`src/rtl/div_rem_iter.sv`:
```
// Iterative RISC-V M-extension divider: one restoring quotient bit per cycle,
// with divide-by-zero and signed-overflow results produced on the accept edge.
module div_rem_iter #(
    parameter int XLEN  = 32,
    parameter int CNT_W = $clog2(XLEN) + 1
) (
    input  logic            clk_i,
    input  logic            rst_i,
    input  logic            ce_i,
    input  logic [1:0]      op_i,
    input  logic [XLEN-1:0] rs1_i,
    input  logic [XLEN-1:0] rs2_i,
    output logic [XLEN-1:0] result_o,
    output logic            ready_o,
    output logic [1:0]      status_o
);

    typedef enum logic [1:0] {
        S_IDLE = 2'b00,
        S_CALC = 2'b01,
        S_FIX  = 2'b10,
        S_DONE = 2'b11
    } state_t;

    localparam logic [XLEN-1:0] INT_MIN  = {1'b1, {(XLEN-1){1'b0}}};
    localparam logic [XLEN-1:0] ALL_ONES = {XLEN{1'b1}};

    state_t          state_q, state_d;
    logic [1:0]      op_q, op_d;
    logic [XLEN-1:0] quo_q, quo_d;
    logic [XLEN-1:0] dvs_q, dvs_d;
    logic [XLEN:0]   rem_q, rem_d;
    logic [CNT_W-1:0] cnt_q, cnt_d;
    logic            q_neg_q, q_neg_d;
    logic            r_neg_q, r_neg_d;
    logic [XLEN-1:0] result_q, result_d;
    logic            ready_q, ready_d;

    logic            op_signed;
    logic [XLEN-1:0] rs1_mag;
    logic [XLEN-1:0] rs2_mag;
    logic [XLEN+1:0] trial;

    assign op_signed = ~op_i[0];
    assign rs1_mag   = (op_signed && rs1_i[XLEN-1]) ? -rs1_i : rs1_i;
    assign rs2_mag   = (op_signed && rs2_i[XLEN-1]) ? -rs2_i : rs2_i;
    // Shift in the next dividend bit and try subtracting the divisor; a set
    // top bit means the subtraction went negative and must be discarded.
    assign trial     = {rem_q, quo_q[XLEN-1]} - {2'b00, dvs_q};

    always_comb begin
        state_d  = state_q;
        op_d     = op_q;
        quo_d    = quo_q;
        dvs_d    = dvs_q;
        rem_d    = rem_q;
        cnt_d    = cnt_q;
        q_neg_d  = q_neg_q;
        r_neg_d  = r_neg_q;
        result_d = result_q;

        case (state_q)
            S_IDLE: begin
                if (ce_i) begin
                    op_d = op_i;
                    if (rs2_i == '0) begin
                        result_d = op_i[1] ? rs1_i : ALL_ONES;
                        state_d  = S_DONE;
                    end else if (op_signed && rs1_i == INT_MIN && rs2_i == ALL_ONES) begin
                        result_d = op_i[1] ? '0 : rs1_i;
                        state_d  = S_DONE;
                    end else begin
                        quo_d   = rs1_mag;
                        dvs_d   = rs2_mag;
                        rem_d   = '0;
                        cnt_d   = '0;
                        q_neg_d = rs1_i[XLEN-1] ^ rs2_i[XLEN-1];
                        r_neg_d = rs1_i[XLEN-1];
                        state_d = S_CALC;
                    end
                end
            end
            S_CALC: begin
                if (!ce_i) begin
                    state_d = S_IDLE;
                end else begin
                    if (!trial[XLEN+1]) begin
                        rem_d = trial[XLEN:0];
                        quo_d = {quo_q[XLEN-2:0], 1'b1};
                    end else begin
                        rem_d = {rem_q[XLEN-1:0], quo_q[XLEN-1]};
                        quo_d = {quo_q[XLEN-2:0], 1'b0};
                    end
                    cnt_d = cnt_q + CNT_W'(1);
                    if (cnt_q == CNT_W'(XLEN - 1)) begin
                        state_d = S_FIX;
                    end
                end
            end
            S_FIX: begin
                if (!ce_i) begin
                    state_d = S_IDLE;
                end else begin
                    // Recorded signs only matter for the signed flavours.
                    if (op_q[1]) begin
                        result_d = (r_neg_q && !op_q[0]) ? -rem_q[XLEN-1:0] : rem_q[XLEN-1:0];
                    end else begin
                        result_d = (q_neg_q && !op_q[0]) ? -quo_q : quo_q;
                    end
                    state_d = S_DONE;
                end
            end
            default: begin
                state_d = S_IDLE;
            end
        endcase

        ready_d = (state_d == S_DONE);
    end

    always_ff @(posedge clk_i) begin
        if (rst_i) begin
            state_q  <= S_IDLE;
            op_q     <= '0;
            quo_q    <= '0;
            dvs_q    <= '0;
            rem_q    <= '0;
            cnt_q    <= '0;
            q_neg_q  <= 1'b0;
            r_neg_q  <= 1'b0;
            result_q <= '0;
            ready_q  <= 1'b0;
        end else begin
            state_q  <= state_d;
            op_q     <= op_d;
            quo_q    <= quo_d;
            dvs_q    <= dvs_d;
            rem_q    <= rem_d;
            cnt_q    <= cnt_d;
            q_neg_q  <= q_neg_d;
            r_neg_q  <= r_neg_d;
            result_q <= result_d;
            ready_q  <= ready_d;
        end
    end

    assign result_o = result_q;
    assign ready_o  = ready_q;
    assign status_o = state_q;

endmodule

```
`config.mk`:
```
export PLATFORM = sky130hd
export DESIGN_NAME = div_rem_iter
export DESIGN_NICKNAME = d
export VERILOG_FILES = /design/src/rtl/div_rem_iter.sv
export SDC_FILE = /design/constraint.sdc
export NUM_CORES = 1
export LEC_CHECK = 0
export BUFFER_PORTS_ARGS = -buffer_cell sky130_fd_sc_hd__buf_4
export CAP_MARGIN = 20
export CORE_MARGIN = 5
export CORE_UTILIZATION = 30
export DETAILED_ROUTE_END_ITERATION = 7
export PLACE_DENSITY = 0.47
export SYNTH_ARGS = -nofsm -noshare
export SYNTH_HDL_FRONTEND = slang
export SYNTH_SLANG_ARGS = --single-unit
export TNS_END_PERCENT = 20
```
`constraint.sdc`:
```
create_clock -name clk_i -period 8.1 [get_ports clk_i]
set_input_delay 0.405 -clock clk_i [delete_from_list [all_inputs] [get_ports clk_i]]
set_output_delay 0.405 -clock clk_i [all_outputs]
set_load 0.05 [all_outputs]
```
==> qor.yml <==
cts_htree_levels: 4
number_of_global_route_vias_before_repair: 9997
multi_input_area_um2: 7260
horizontal_extent_of_the_die_um: 199
post_synth_inst_count: 1407
cts_tree: "built"
min_delay_worst_endpoint: "dvs_q[0]"
clk_path_buf_depth: 2
n_fill_cell: 3831
hold_class: "primary input to register"
die_footprint_um2: 39500
final.setup.tns_ns: 0
netlist_area_um2: 10700
ys_seq_area_share_pct: 26.6
numCtsBuffers: 17
maximum_fanout_encountered_on_the_critical_timing_path: 7
maxCapViolations: 0
slew_limit_fails: 0
grt_remaining_overflow: 0
worstSetupEndpointType: "register"
grt_pass1_wl_um: 59600
pin_count_of_the_biggest_net_entering_global_routing: 93
worst_clk_skew_ns: 0.0127
crit-reg2reg-launch: "quo_q[31]"
worst_setup_path_start_kind: "register"
mostFrequentLayoutCell: "sky130_fd_sc_hd__nor2_1"
place.port_buffers: 103
cellPowerDensity_nw_per_um2: 160
vdd_ir_drop_max_uv: 141
nNetsFinal: 1561
ys_async_sr_fraction_pct: 0
worst_slack_placed_ns: 4.12
worst-slew-pin-transition_ns: 1.00
clk_slew_on_worst_s_h_paths_ns: 0.07
postRouteWirelength_um: 38700
initial_utilization_pct: 30.2
detailedRoute.firstIterationViolations: 950
arrival_time_at_the_worst_endpoint_ns: 3.99
layout_min_cycle_time_ns: 3.69
fmaxAchievable_mhz: 271
hp-start: "rs2_i[0]"
max_slew_margin_pct: 33.2
final-setup-viol-count: 0
overall_via_count_from_detail_route: 10600
postSynth.topFlopCell: "sky130_fd_sc_hd__dfxtp_1"
reg2regPathDepth: 14
leakage_nw: 4.73
rsz0062_at_grt: "no"
clock_sink_count: 142
drt_pass1_iterations: 7
route.detailed.drc: 0
clkLatencyLatePin_ns: 0.43
post_drt_via_cell_ratio: 5.48
core_area_um2: 35400
cts-root-buf: "sky130_fd_sc_hd__clkbuf_16"
post-synth-top-area-fraction_pct: 26.6
critical_path_required_ns: 8.40
synth_area_leader_cell: "sky130_fd_sc_hd__dfxtp_1"
post-route-util_pct: 35.0
synth-seq-cells: 142
critPathKind: "register to register"
layout.cells.most_common_list: "186 x sky130_fd_sc_hd__nor2_1, 142 x sky130_fd_sc_hd__dfxtp_1, 120 x sky130_fd_sc_hd__buf_4, 101 x sky130_fd_sc_hd__a21oi_1, 98 x sky130_fd_sc_hd__nand2_1"
grt_usage_pct: 19.2
antenna_found_initial: 1
finalHoldWorstSlack_ns: 0.266
synth-edff-count: 0
critical_path.reg2reg.endpoint: "rem_q[28]"
ff_latch_area_um2: 2840
syn_warnings: 0
drive_gt1_share_pct: 11.3
flow.area_growth_from_synthesis_pct: 15.9
ios: 104
routed_wire_length_per_instance_um: 20.0
netlist-cell-type-count: 73
worst_hold_path.num_cells: 3
ant_nets: 0
post-route-worst-setup-slack_ns: 4.41
synth.net_count: 1515
hold_viol_final: 0
status: "complete, no violations"
register_to_register_setup_slack_ns: 4.41
post-dp-hpwl_um: 29500
timing.final.crit_share_pct: 45.6
fp.dieH_um: 199
rows: 69
synthesis.area_per_instance_um2: 7.60
cts_hold_buf: 0
gp_congestion: 0.897
postCtsSetupBuffers: 0
post_cts.resized_instances: 0
top_post_synthesis_cells_by_area: "sky130_fd_sc_hd__dfxtp_1 27%, sky130_fd_sc_hd__xnor2_1 7.0%, sky130_fd_sc_hd__nor2_1 6.6%"
cell type report:
cell class / count / area share [%]
Antenna cell: 1 / 0.0202
Clock buffer: 19 / 3.49
Clock inverter: 13 / 1.33
Inverter: 56 / 1.70
Multi-Input combinational cell: 1116 / 58.6
Sequential cell: 142 / 22.9
Tap cell: 461 / 4.66
Timing Repair Buffer: 120 / 7.27
metrics by stage:
step	cell area (um2)	total power, mW	instances
detailed placement	11800	1.17	1895
finish	12400	1.98	1928
floorplan	10700	1.03	1407
global placement	11800	1.17	1895
CTS	12400	2.00	1927
global route	12400	2.07	1928
worst max-delay path by stage:
stage	startpoint	to	slack [ns]	cells after the start
floorplan	quo_q[31]	rem_q[28]	5.00	13
global placement	rs2_i[15]	quo_q[13]	4.27	11
detailed placement	rs2_i[15]	quo_q[6]	4.12	11
CTS	quo_q[31]	rem_q[28]	4.36	14
global route	quo_q[31]	rem_q[28]	4.14	14
finish	quo_q[31]	rem_q[28]	4.41	14
flip-flops by register name (all words and copies together) (netlist names):
register  cells
cnt_q         6
dvs_q        32
op_q          2
q_neg_q       1
quo_q        32
r_neg_q       1
ready_o       1
rem_q        33
result_o     32
status_o      2
power by group:
group	total [mW]	switching [mW]	leakage (nW)	internal, mW
Combinational	0.406	0.248	3.29	0.159
Sequential	0.752	0.0272	1.16	0.725
Clock	0.821	0.335	0.280	0.486
critical path, cell delays in order, from the launching register on:
cell	delay, ns
sky130_fd_sc_hd__dfxtp_1	0.30
sky130_fd_sc_hd__inv_1	0.15
sky130_fd_sc_hd__ha_1	0.21
sky130_fd_sc_hd__inv_1	0.06
sky130_fd_sc_hd__fa_1	0.40
sky130_fd_sc_hd__a21o_1	0.19
sky130_fd_sc_hd__a221oi_1	0.57
sky130_fd_sc_hd__a311oi_1	0.18
sky130_fd_sc_hd__buf_4	0.20
sky130_fd_sc_hd__a31oi_1	0.40
sky130_fd_sc_hd__nor3_1	0.12
sky130_fd_sc_hd__o31a_1	0.32
sky130_fd_sc_hd__or3_1	0.31
sky130_fd_sc_hd__nand3_1	0.10
sky130_fd_sc_hd__o21ai_1	0.06
synth_stat cells (22+ instances only):
| master | n |
|---|---|
| sky130_fd_sc_hd__xnor2_1 | 85 |
| sky130_fd_sc_hd__maj3_1 | 23 |
| sky130_fd_sc_hd__dfxtp_1 | 142 |
| sky130_fd_sc_hd__nor3_1 | 53 |
| sky130_fd_sc_hd__clkbuf_1 | 71 |
| sky130_fd_sc_hd__a222oi_1 | 32 |
| sky130_fd_sc_hd__inv_1 | 56 |
| sky130_fd_sc_hd__a211oi_1 | 62 |
| sky130_fd_sc_hd__a21oi_1 | 101 |
| sky130_fd_sc_hd__nand2_1 | 98 |
| sky130_fd_sc_hd__mux2i_1 | 22 |
| sky130_fd_sc_hd__ha_1 | 38 |
| sky130_fd_sc_hd__xor2_1 | 67 |
| sky130_fd_sc_hd__nor2_1 | 187 |
| sky130_fd_sc_hd__nand3_1 | 27 |
| sky130_fd_sc_hd__o21ai_0 | 82 |
per-layer routing:
metal | wire length [um] | vias to the layer above | track usage [%]
met2 | 18700 | 279 | 32.7
met5 | 0 | - | 0
met1 | 17100 | 4980 | 25.1
met3 | 1760 | 48 | 2.56
met4 | 1160 | 0 | 6.81
li1 | - | 5260 | -
cells by family after synthesis:
kind of cell,count (synthesis),share of synthesized area [%]
flops,142,26.6
compound gates,406,25.6
xor+xnor,152,12.5
simple gates,474,20.8
fa+ha+maj,62,6.79
mux,22,2.06
buf+inv,149,5.73
Note: power is estimated with default switching activity, not from simulation.
